==> src/rtl/reset_sequencer.sv <==
// reset_sequencer: lock-qualified, staggered multi-channel reset release.
// Optional soft reset in RUN when RSTSEQ_SWRST_EN is defined.
module reset_sequencer #(
  parameter int NCH     = 4,
  parameter int STRETCH = 100,
  parameter int GAP     = 16
) (
  input  logic           CLK,
  input  logic           RST_X_I,
  input  logic           LOCKED_I,
  input  logic           SWRST_REQ_I,
  output logic [NCH-1:0] RST_X_O,
  output logic           READY_O,
  output logic           LOSS_O,
  output logic [1:0]     STATE_O
);

  localparam int MAXC = (STRETCH > GAP) ? STRETCH : GAP;
  localparam int CW   = (MAXC > 1) ? $clog2(MAXC) : 1;

  localparam logic [CW-1:0]  STR_TC = CW'(STRETCH - 1);
  localparam logic [CW-1:0]  GAP_TC = CW'(GAP - 1);
  localparam logic [NCH-1:0] CH0    = NCH'(1);

  typedef enum logic [1:0] {
    HOLD    = 2'd0,
    RELEASE = 2'd1,
    RUN     = 2'd2
  } state_t;

  state_t          state_q;
  logic [CW-1:0]   cnt_q;
  logic [NCH-1:0]  rst_q;
  logic            ready_q;
  logic            loss_q;
  logic [1:0]      sync_q;
  logic            locked_s;
  logic            swrst_hit;
  logic [NCH-1:0]  rel_nxt;

  assign locked_s = sync_q[1];

  // Channels release strictly in order: thermometer grows by one bit.
  assign rel_nxt = (rst_q << 1) | CH0;

`ifdef RSTSEQ_SWRST_EN
  assign swrst_hit = SWRST_REQ_I;
`else
  logic unused_swrst;
  assign unused_swrst = SWRST_REQ_I;
  assign swrst_hit    = 1'b0;
`endif

  // Bring the asynchronous lock indication into the CLK domain.
  always_ff @(posedge CLK or negedge RST_X_I) begin
    if (!RST_X_I) begin
      sync_q <= 2'b00;
    end else begin
      sync_q <= {sync_q[0], LOCKED_I};
    end
  end

  // Sequencer: stretch after lock, stagger releases, drop all on loss.
  always_ff @(posedge CLK or negedge RST_X_I) begin
    if (!RST_X_I) begin
      state_q <= HOLD;
      cnt_q   <= '0;
      rst_q   <= '0;
      ready_q <= 1'b0;
      loss_q  <= 1'b0;
    end else begin
      unique case (state_q)
        HOLD: begin
          if (!locked_s) begin
            cnt_q <= '0;
            rst_q <= '0;
          end else if (cnt_q == STR_TC) begin
            cnt_q <= '0;
            rst_q <= CH0;
            if (NCH == 1) begin
              ready_q <= 1'b1;
              state_q <= RUN;
            end else begin
              state_q <= RELEASE;
            end
          end else begin
            cnt_q <= cnt_q + CW'(1);
          end
        end
        RELEASE: begin
          if (!locked_s) begin
            cnt_q   <= '0;
            rst_q   <= '0;
            ready_q <= 1'b0;
            loss_q  <= 1'b1;
            state_q <= HOLD;
          end else if (cnt_q == GAP_TC) begin
            cnt_q <= '0;
            rst_q <= rel_nxt;
            if (rel_nxt[NCH-1]) begin
              ready_q <= 1'b1;
              state_q <= RUN;
            end
          end else begin
            cnt_q <= cnt_q + CW'(1);
          end
        end
        RUN: begin
          if (!locked_s) begin
            cnt_q   <= '0;
            rst_q   <= '0;
            ready_q <= 1'b0;
            loss_q  <= 1'b1;
            state_q <= HOLD;
          end else if (swrst_hit) begin
            cnt_q   <= '0;
            rst_q   <= '0;
            ready_q <= 1'b0;
            state_q <= HOLD;
          end
        end
        default: begin
          cnt_q   <= '0;
          rst_q   <= '0;
          ready_q <= 1'b0;
          state_q <= HOLD;
        end
      endcase
    end
  end

  assign RST_X_O = rst_q;
  assign READY_O = ready_q;
  assign LOSS_O  = loss_q;
  assign STATE_O = state_q;

endmodule

==> config.mk <==
export PLATFORM = sky130hd
export DESIGN_NAME = reset_sequencer
export DESIGN_NICKNAME = d
export VERILOG_FILES = /design/src/rtl/reset_sequencer.sv
export SDC_FILE = /design/constraint.sdc
export NUM_CORES = 1
export LEC_CHECK = 0
export CAP_MARGIN = 30
export CORE_UTILIZATION = 52
export DETAILED_ROUTE_END_ITERATION = 8
export GPL_TIMING_DRIVEN = 1
export PLACE_DENSITY_LB_ADDON = 0.1
export SLEW_MARGIN = 40
export SYNTH_ARGS = -nofsm -noshare
export SYNTH_HDL_FRONTEND = slang
export SYNTH_SLANG_ARGS = --single-unit
==> constraint.sdc <==
create_clock -name CLK -period 2.42 [get_ports CLK]
set_clock_uncertainty 0.2 [all_clocks]
set_input_delay 0.363 -clock CLK [delete_from_list [all_inputs] [get_ports CLK]]
set_output_delay 0.363 -clock CLK [all_outputs]
set_load 0.1 [all_outputs]
# ---- After elaboration in Yosys (flattened, before gate mapping)
# Index checks and enable logic that the tools add are counted.
dict set report totals {
  ramBits 0
  inputBits 4
  mem_bits_ro 0
  reg_bits 17
  out_inout_bits 8
  latch_bits 0
  mem_count 0
}
dict set report op_classes {
  n_mul 0
  div 0
  muxes 24
  eq_ne 10
  bitwise_logic 2
  shift 0
  magnitude_cmp 0
  addsub 1
  n_reduce_logical 6
}
# op count
set ops {}
lappend ops {{7-bit two-way mux} 5}
lappend ops {{7-bit case mux with 3 select lines} 1}
lappend ops {{4-bit two-way mux} 5}
lappend ops {{2-bit two-way mux} 6}
lappend ops {{4-bit case mux with 3 select lines} 1}
lappend ops {{3-bit != test, second input constant} 3}
lappend ops {{7-bit by 1-bit adder with 7-bit output, second input constant} 1}
lappend ops {{7-bit by 4-bit == test with 1-bit output, second input constant} 1}
lappend ops {{7-bit == test, second input constant} 1}
lappend ops {{2-bit != test, second input constant} 3}
lappend ops {{2-bit case mux with 3 select lines} 1}
lappend ops {{5-bit AND reduction} 1}
lappend ops {{1-bit two-way mux} 4}
lappend ops {{4-bit AND reduction} 1}
lappend ops {{1-bit case mux with 3 select lines} 1}
lappend ops {{3-bit AND reduction} 1}
lappend ops {{2-bit by 1-bit == test with 1-bit output, second input constant} 1}
lappend ops {{2-bit == test, second input constant} 1}
lappend ops {{2-bit logical NOT} 1}
lappend ops {{1-bit NOT} 2}
lappend ops {{2-bit AND reduction} 1}
lappend ops {{2-bit OR reduction} 1}

# ---- Longest topological paths before layout
dict set report logic_depth {
  word_depth 4
  ltp_mapped 7
  depth_no_buf 6
}

# ---- Worst setup path after synthesis
# Ideal clock, no wire load.
dict set report synth_timing {
  path_type {register to register}
  startpoint {register state_q[0], in the netlist STATE_O[0]}
  endpoint {register rst_q[2], in the netlist RST_X_O[2]}
  arrival_ns 2.461
  setup_ns 0.084
  n_path_buf 0
  path_slack_ns -0.324
  stages_incl_launch_ff 7
  path_cell_list {dfrtp_1 > inv_1 > ha_1 > nand2b_1 > o32a_4 > or3b_4 > o22ai_2}
}
dict set report synth_between {
  elab_chain_len 3
  word_cells_on_any_way 8
}
# element line
set synth_lines {}
lappend synth_lines {{start: declaration} 31} ;# state_t state_q;
lappend synth_lines {{start signal: assignment} 66} ;# state_q <= HOLD;
lappend synth_lines {{start signal: assignment} 82} ;# state_q <= RUN;
lappend synth_lines {{start signal: assignment} 84} ;# state_q <= RELEASE;
lappend synth_lines {{2-bit by 1-bit == test with 1-bit output (tied with other cells)} 72} ;# unique case (state_q)
lappend synth_lines {{3-bit != test (no line) or 2-bit != test (tied branches)} --}
lappend synth_lines {{3-bit AND reduction (no line)} --}
lappend synth_lines {{end signal: assignment} 99} ;# rst_q <= rel_nxt;
lappend synth_lines {{end: declaration} 33} ;# logic [NCH-1:0] rst_q;
# Several ways; a longest one is shown, not always the timed one.
# A chain may end at the register's enable or synchronous reset.

# ---- Worst setup path after layout
# Ends and elaborated chain as after synthesis.

==> impl_metrics.toml <==
[outcome]
run_status = "finished clean"

[synthesis]
synthCells = 89
syn_area_um2 = 915
synth_edf_count = 0
synthArstFlopShare_pct = 100
ys_warn_count = 0
syn_avg_cell_area_um2 = 10.3
synth_flop_cell = "dfrtp_1"
synthesis.nets = 97
ys_seq_area_share_pct = 46.5
ys_types = 32
ys_seq_elements = 17

[floorplan]
die_x_um = 43.9
design.die.area_um2 = 1930
start_util_pct = 58.0
boundaryPins = 12
fp.coreArea_um2 = 1580
die_y_um = 43.9
row_count = 14

[pwr]
switching_share_pct = 23.1
combPwrFrac_pct = 4.5
switching_power_mw = 0.109
power.share.clock_pct = 32.5
p_leak_nw = 0.464
p_int_mw = 0.363
powerDensity_nw_per_um2 = 450
ir_drop_uv = 366
sequentialPowerShare_pct = 63.0

[drt]
wl_met1_um = 821
drtIter0Drc = 37
drt_pass1_iterations = 4
wire_per_inst_um = 15.0
via_per_inst = 6.33
drc = 0
antenna_left = 0
wl_um = 1780
highest_layer = "met4"
wl_met2_um = 840
vias = 747
wl_met3_um = 90

[cells_and_area]
n_antenna_cell = 0
nFillCells = 119
final_core_util_pct = 66.6
drive_above_1_share_pct = 22.5
regArea_um2 = 430
multiInputGateArea_um2 = 463
nets = 111
syn_to_final_growth_pct = 14.8
final_common_cell = "dfrtp_1"
layout_common_cells = "15 x dfrtp_1, 12 x nor2_1, 10 x buf_4"

[clocking]
cts_made_buffers = 3
clkTransAtPathRegs_ps = 100
cts_setup_buffers = 0
cts_hold_buf = 0
worstSkewPairLatency_ps = 290
clk_path_buf_depth = 2
cts-resized-gates = 0
cts_tree = "done"
cts-htree-levels = 1
clock_sinks = 17
clockRootBuffer = "clkbuf_4"

[global_routing]
grt_max_degree = 18
overflow = 0
grt_pass1_wl_um = 3080
grt_pass1_vias = 727
antenna_found_initial = 0
track_usage_pct = 21.9

[place]
hpwlAfterDp_um = 1340
place_congestion = 0.793
port-buffer-count = 10

[sta]
slew_headroom_pct = 68.3
final-hold-violation-count = 0
setup_violations = 0
fin_crit_sh_pct = 84.4
fin_setup_tns_ps = 0
period_needed_ps = 2040
tightest_slew_ps = 475
slew_violations = 0
rsz0062_at_grt = "no"
fmax_mhz = 490

[critical_path]
start_kind = "flip-flop"
required_ps = 2440
cp.arrival_ps = 2060
worstSetupEndpointType = "flip-flop"
critical_path_class = "reg2reg"
crit_fanout = 6

[min_path]
hp-class = "reg2reg"

[job]
cap_violations = 0
==> power groups by stage <==
stage / combinational, mW / clock (mW) / sequential [mW]
after floorplan: 0.0121 / 0 / 0.299
after global placement: 0.0218 / 0 / 0.303
after detailed placement: 0.0220 / 0 / 0.303
after CTS: 0.0219 / 0.156 / 0.297
after global routing: 0.0248 / 0.170 / 0.299
final: 0.0212 / 0.154 / 0.298
==> critical path, cell delays in order (launching register included) <==
cell and delay [ps]:
dfrtp_4 440, inv_1 70, ha_1 200, nand2b_1 160, o32a_4 350, or3b_4 420
o22ai_2 120
==> registers in the layout, summed over array words and instances, names as in the netlist <==
register,count
STATE_O,2
RST_X_O,4
LOSS_O,1
sync_q,2
cnt_q,7
READY_O,1
==> synth_stat cells, drive strengths merged, types with 3 or more instances <==
master	instances	area [µm²]
dfrtp	17	425
nor2	12	45.0
nand2	9	33.8
ha	4	50.1
inv	4	15.0
a21oi	3	15.0
clkbuf	3	11.3
nand4	3	18.8
o21ai	3	15.0
xor2	3	26.3
==> final timing paths <==
kind | end | cells after the start | slack, ps | start
max in group asynchronous | STATE_O[0] | 2 | 1630 | RST_X_I
hold / removal | sync_q[1] | 0 | 160 | sync_q[0]
hold reg to reg | sync_q[1] | 0 | 160 | sync_q[0]
setup reg to reg | RST_X_O[2] | 6 | 380 | STATE_O[0]
min in group asynchronous | RST_X_O[0] | 2 | 180 | RST_X_I
setup / recovery | RST_X_O[2] | 6 | 380 | STATE_O[0]
==> kinds of logic after synthesis <==
| kind of cell | synth area share (%) |
|---|---|
| xor+xnor | 2.87 |
| flops | 46.5 |
| compound gates | 19.2 |
| simple gates | 23.1 |
| fa+ha+maj | 5.47 |
| buf+inv | 2.87 |
==> layer usage <==
layer / vias to the layer above / track usage (%)
li1: 359 / -
met1: 360 / 28.8
met2: 26 / 34.9
met3: 2 / 5.00
met4: 0 / 9.09
met5: - / 0
==> cell type report <==
| class | instances | area share [%] |
|---|---|---|
| tap | 16 | 1.91 |
| timing repair buffer | 12 | 9.06 |
| inverter | 4 | 1.43 |
| clock buffer | 4 | 2.50 |
| multi-input combinational | 65 | 44.1 |
| sequential | 17 | 41.0 |
==> per-stage QoR <==
stage / instance area [µm²] / setup WS [ps] / power, mW / hold slack, ps / std cells
floorplan: 920 / 102 / 0.311 / -133 / 89
global placement: 1020 / 429 / 0.324 / 142 / 114
detailed placement: 1020 / 408 / 0.325 / 148 / 114
CTS: 1050 / 381 / 0.475 / 169 / 118
global route: 1050 / 300 / 0.493 / 187 / 118
finish: 1050 / 377 / 0.472 / 165 / 118
Power figures use the tool's default switching activity.
